**src/rtl/shift_pkg.sv**
```systemverilog
`default_nettype none
// ============================================================================
// shift_pkg : shared state encoding and default word width for the shift path
// Revision  : 1.0
// ============================================================================
package shift_pkg;

  localparam int DEFAULT_DATA_BITS = 64;

  typedef enum logic {
    IDLE = 1'b0,
    RECV = 1'b1
  } state_e;

endpackage
`default_nettype wire

```
**src/rtl/sipo_shift_reg.sv**
```systemverilog
`default_nettype none
// ============================================================================
// sipo_shift_reg : serial-in shift register, direction fixed by MSB_FIRST
// Revision       : 1.0
// ============================================================================
module sipo_shift_reg
  import shift_pkg::*;
#(
  parameter int DATA_BITS = DEFAULT_DATA_BITS,
  parameter bit MSB_FIRST = 1'b0
) (
  input  logic                 clk,
  input  logic                 rst_n,
  input  logic                 clr,
  input  logic                 en,
  input  logic                 din,
  output logic [DATA_BITS-1:0] word_next
);

  logic [DATA_BITS-1:0] sr_q;
  logic [DATA_BITS-1:0] sr_d;
  logic [DATA_BITS-1:0] w_shift;

  // word_next is the register content after shifting in din, i.e. the
  // complete word when din is the final bit.
  generate
    if (MSB_FIRST) begin : g_msb_first
      assign w_shift = {sr_q[DATA_BITS-2:0], din};
    end else begin : g_lsb_first
      assign w_shift = {din, sr_q[DATA_BITS-1:1]};
    end
  endgenerate

  assign word_next = w_shift;

  always_comb begin
    sr_d = sr_q;
    if (clr) begin
      sr_d = '0;
    end else if (en) begin
      sr_d = w_shift;
    end
  end

  always_ff @(posedge clk or negedge rst_n) begin
    if (!rst_n) begin
      sr_q <= '0;
    end else begin
      sr_q <= sr_d;
    end
  end

endmodule
`default_nettype wire

```
**src/rtl/shift_deserializer.sv**
```systemverilog
`default_nettype none
// ============================================================================
// shift_deserializer : serial stream to DATA_BITS words, one-entry valid/ready
//                      output register with sticky overflow on dropped words
// Revision           : 1.0
// ============================================================================
module shift_deserializer
  import shift_pkg::*;
#(
  parameter int DATA_BITS = DEFAULT_DATA_BITS,
  parameter bit MSB_FIRST = 1'b0,
  localparam int CNT_BITS = $clog2(DATA_BITS + 1)
) (
  input  logic                 clk,
  input  logic                 rst_n,
  input  logic                 clr,
  input  logic                 sin,
  input  logic                 sin_valid,
  input  logic                 sin_first,
  output logic [DATA_BITS-1:0] q,
  output logic                 q_valid,
  input  logic                 q_ready,
  output logic                 busy,
  output logic [CNT_BITS-1:0]  bit_cnt,
  output logic                 overflow
);

  localparam logic [CNT_BITS-1:0] C_LAST_CNT = CNT_BITS'(DATA_BITS - 1);

  state_e               state_q, state_d;
  logic [CNT_BITS-1:0]  cnt_q, cnt_d;
  logic [DATA_BITS-1:0] q_q, q_d;
  logic                 q_valid_q, q_valid_d;
  logic                 overflow_q, overflow_d;
  logic                 w_complete;
  logic [DATA_BITS-1:0] w_word;

  sipo_shift_reg #(
    .DATA_BITS (DATA_BITS),
    .MSB_FIRST (MSB_FIRST)
  ) u_sr (
    .clk       (clk),
    .rst_n     (rst_n),
    .clr       (clr),
    .en        (sin_valid),
    .din       (sin),
    .word_next (w_word)
  );

  always_comb begin
    state_d    = state_q;
    cnt_d      = cnt_q;
    q_d        = q_q;
    q_valid_d  = q_valid_q;
    overflow_d = overflow_q;
    w_complete = 1'b0;

    if (sin_valid) begin
      unique case (state_q)
        IDLE: begin
          state_d = RECV;
          cnt_d   = CNT_BITS'(1);
        end
        RECV: begin
          if (sin_first) begin
            cnt_d = CNT_BITS'(1);
          end else if (cnt_q == C_LAST_CNT) begin
            w_complete = 1'b1;
            state_d    = IDLE;
            cnt_d      = '0;
          end else begin
            cnt_d = cnt_q + CNT_BITS'(1);
          end
        end
        default: state_d = IDLE;
      endcase
    end

    if (q_valid_q && q_ready) begin
      q_valid_d = 1'b0;
    end

    // A finished word may reuse the slot being drained in the same cycle.
    if (w_complete) begin
      if (!q_valid_q || q_ready) begin
        q_d       = w_word;
        q_valid_d = 1'b1;
      end else begin
        overflow_d = 1'b1;
      end
    end

    if (clr) begin
      state_d    = IDLE;
      cnt_d      = '0;
      q_d        = '0;
      q_valid_d  = 1'b0;
      overflow_d = 1'b0;
    end
  end

  always_ff @(posedge clk or negedge rst_n) begin
    if (!rst_n) begin
      state_q    <= IDLE;
      cnt_q      <= '0;
      q_q        <= '0;
      q_valid_q  <= 1'b0;
      overflow_q <= 1'b0;
    end else begin
      state_q    <= state_d;
      cnt_q      <= cnt_d;
      q_q        <= q_d;
      q_valid_q  <= q_valid_d;
      overflow_q <= overflow_d;
    end
  end

  assign q        = q_q;
  assign q_valid  = q_valid_q;
  assign busy     = (state_q == RECV);
  assign bit_cnt  = cnt_q;
  assign overflow = overflow_q;

endmodule
`default_nettype wire

```
**config.mk**
```make
export PLATFORM = sky130hd
export DESIGN_NAME = shift_deserializer
export DESIGN_NICKNAME = d
export VERILOG_FILES = /design/src/rtl/shift_pkg.sv /design/src/rtl/sipo_shift_reg.sv /design/src/rtl/shift_deserializer.sv
export SDC_FILE = /design/constraint.sdc
export NUM_CORES = 1
export LEC_CHECK = 0
export CORE_ASPECT_RATIO = 1.2
export CORE_UTILIZATION = 50
export DETAILED_ROUTE_END_ITERATION = 10
export PLACE_DENSITY = 0.78
export SLEW_MARGIN = 20
export SYNTH_ARGS = -nofsm -noshare
export SYNTH_HDL_FRONTEND = slang
export SYNTH_HIERARCHICAL = 1
export SYNTH_SLANG_ARGS = --single-unit
```
**constraint.sdc**
```tcl
create_clock -name clk -period 1.7 [get_ports clk]
set_input_delay 0.34 -clock clk [delete_from_list [all_inputs] [get_ports clk]]
set_output_delay 0.34 -clock clk [all_outputs]
set_load 0.02 [all_outputs]
```
==> summary.txt <==
#FFs+latches synth: 137
Finished layout cell area: 0.00795 sq mm
Register area share after synthesis: 53.3%
Syn Area/Cell: 11.9 sq um
Clock Skews: 0.00848 ns
Min Hold Slack: 0.300 ns
Commonest cells after routing, fill and taps aside: dfrtp_1 (134), nand2b_1 (131), mux2i_1 (126)
Clock share of power: 49.2%
Critical path type: register to register
Setup violations, final: 0
Sw power: 1.54 mW
Design Power: 7.09 mW
Worst rel slew slack: 70.3%
Filler Cell Count: 1,051
Fmax: 0.606 GHz
Switching share of power: 21.8%
Routed len/inst: 14.7 um
CTS root buffer: clkbuf_16
Critical Path Max Stage Delay: 0.40 ns
Clock Latency Late Sink: 0.41 ns
Final hold vios: 0
Slew Limit Fails: 0
Remaining DRCs: 0
Vias per cell: 5.12
Flop pwr share: 46.2%
Worst-path maximum fanout: 8
Bufs and invs on worst path: 2
Die H: 126 um
Leading area contributor after synthesis: dfrtp_1
Final ANT Viol Nets: 0
Tmin final: 1.65 ns
Worst setup SP type: register
CP delay by family, top: simple AND/OR/NAND/NOR gates
IO Port Bufs: 80
Global-route wire length before repair: 19.8 mm
ANT cells: 0
Final Cycle Share: 97.0%
Placement-stage cell area: 0.00736 sq mm
Starting Density: 51.0%
Pin count of the biggest net entering global routing: 145
FP Rows: 45
P&R area growth vs syn: 23.6%
Dpl hpwl: 7.50 mm
Synth Cell Area: 0.00643 sq mm
WP data arrival: 1.98 ns
CTS tree: built
Status: finished clean
Int Pwr: 5.54 mW
# clock sinks: 137
Yosys warning total: 6
PD cells: 892 mW/mm^2
Deepest clock path buffer count: 2
Lkg Pwr: 3.81 nW
Nature of the critical path endpoint: register
Synth cell types: 37
Syn nets: 548
Die ar.: 0.0133 sq mm
Die W: 106 um
Area fraction of the dominant cell type after synthesis: 53.3%
Global route total overflow: 0
Boundary pin count: 81
Share of cells above drive strength 1: 11.0%
Initial antenna violation count: 0
Total CTS buffers: 17
H-tree Lvls: 4
MaxCap Viol Count: 0
CP cell instances: ha_4 > nand4_4 > nor4b_4 > buf_6 > clkbuf_16 > mux2i_1
Ranking of synthesized cells by area: dfrtp_1 (53%), mux2i_1 (20%), nand2b_1 (13%)
Critical Path RT: 2.03 ns
Leading cell type in the layout, fill and taps excluded: dfrtp_1
Least-Margin Pin Slew: 0.445 ns
CORE AREA: 0.0126 sq mm
Vias in the first global route: 4,076
Initial drt markers: 216
Vias after detailed routing: 4,134
HP Class: primary input to register
First-pass DRT Iterations: 4
Peak supply drop: 583 uV
Logic pwr share: 4.5%
Clock slew seen by the registers of the worst setup and hold paths: 0.06 ns
Gpl congestion: 0.860
DRT Wirelength: 11.9 mm
Total track usage: 18.9%
Nets@finish: 639
Crit-path slowest cell: dfrtp_2
RSZ-0062 raised after global routing: true
Synth Instances: 540
-- power by group through the flow --
| stage | Combinational (mW) | Clock (mW) | Sequential, mW |
|---|---|---|---|
| 6_report | 0.320 | 3.49 | 3.28 |
| 5_1_grt | 0.353 | 3.70 | 3.28 |
| 4_1_cts | 0.327 | 3.56 | 3.28 |
| 3_3_place_gp | 0.321 | 0 | 3.33 |
| 2_1_floorplan | 0.208 | 0 | 3.34 |
| 3_5_place_dp | 0.327 | 0 | 3.33 |
-- worst register-to-register path, delay by kind of cell (launching register included) --
kind	cells	cell delay [ns]
and+or+nand+nor	2	0.42
DFF	1	0.40
buffers and inverters	2	0.40
muxes	1	0.18
adders and majority gates	1	0.16
-- final cells by class --
| cell class | count | area [sq um] | share of cell area, % |
|---|---|---|---|
| Sequential cell | 137 | 3430 | 43.2 |
| Inverter | 3 | 11.3 | 0.142 |
| Clock inverter | 13 | 130 | 1.64 |
| Clock buffer | 19 | 433 | 5.45 |
| Multi-Input combinational cell | 362 | 2640 | 33.2 |
| Tap cell | 164 | 205 | 2.58 |
| Timing Repair Buffer | 110 | 1090 | 13.8 |
-- cell families after synthesis --
group	Yosys count	share of synthesized area (%)
buffers and inverters	41	5.88
DFF	137	53.3
AOI/OAI and AO/OA	15	1.60
and+or+nand+nor	219	19.3
muxes	127	19.8
adders and majority gates	1	0.195
-- worst paths after layout --
kind,startpoint,end,slack [ns],depth (start not counted)
min in group asynchronous,rst_n,q[6]$_DFFE_PN0P_,0.40,2
min reg2reg,overflow$_DFFE_PN0P_,overflow$_DFFE_PN0P_,0.50,2
max,bit_cnt[1]$_DFFE_PN0P_,q[0]$_DFFE_PN0P_,0.05,6
max reg2reg,bit_cnt[1]$_DFFE_PN0P_,q[0]$_DFFE_PN0P_,0.05,6
min,clr,bit_cnt[1]$_DFFE_PN0P_,0.30,3
max in group asynchronous,rst_n,u_sr/sr_q[10]$_DFFE_PN0P_,0.72,3
-- state kept, by name, summed over array words and instances, names as in the netlist --
name	count
bit_cnt	7
u_sr/sr_q	63
overflow	1
q_valid	1
busy	1
q	64
-- cell usage after synthesis (all sizes together) --
cell and instances:
o31ai 1, mux2i 127, a21boi 1, a21oi 2, a311oi 1, nor2b 1
clkbuf 18, dfrtp 137, nand4 1, ha 1, nand3 2, inv 3
nand3b 2, or4 2, buf 20, nor2 66, nor4b 1, nor4bb 1
nand2 4, a22o 1, or2 1, o211ai 2, nor3 2, and2b 1
or3b 1, o21bai 1, o32ai 1, o21ai 4, nand2b 132, or3 1
nor3b 1, o221ai 1
-- per-stage QoR --
stage                     instances  setup slack (ns)  util (%)  setup TNS [ns]
after floorplan                 540            0.0180         -               0
after global placement          771            -0.236      58.3          -13.68
after detailed placement        771            -0.282      58.3          -15.46
after CTS                       804           0.00192      62.1               0
after global routing            808           -0.0428      63.0          -0.653
final                           808            0.0505      63.0               0
-- layer usage --
layer,routed length [um],up-vias,share of wire [%],global-route usage (%)
li1,-,1970,-,-
met1,5260,2082,44,23.9
met2,6150,75,52,31.0
met3,363,7,3.1,4.81
met4,85,0,0.72,7.43
met5,0,-,0,0
-- repair_timing --
item | 4_1_cts | 5_1_grt
buffers inserted | 0 | 1
hold endpoints to repair | 34 | 0
hold buffers | 1 | 0
endpoints found under the setup margin | 76 | 60
gates cloned | 0 | 3
pin swaps | 0 | 2
gates resized for setup | 74 | 8
Note: power is estimated with default switching activity, not from simulation.
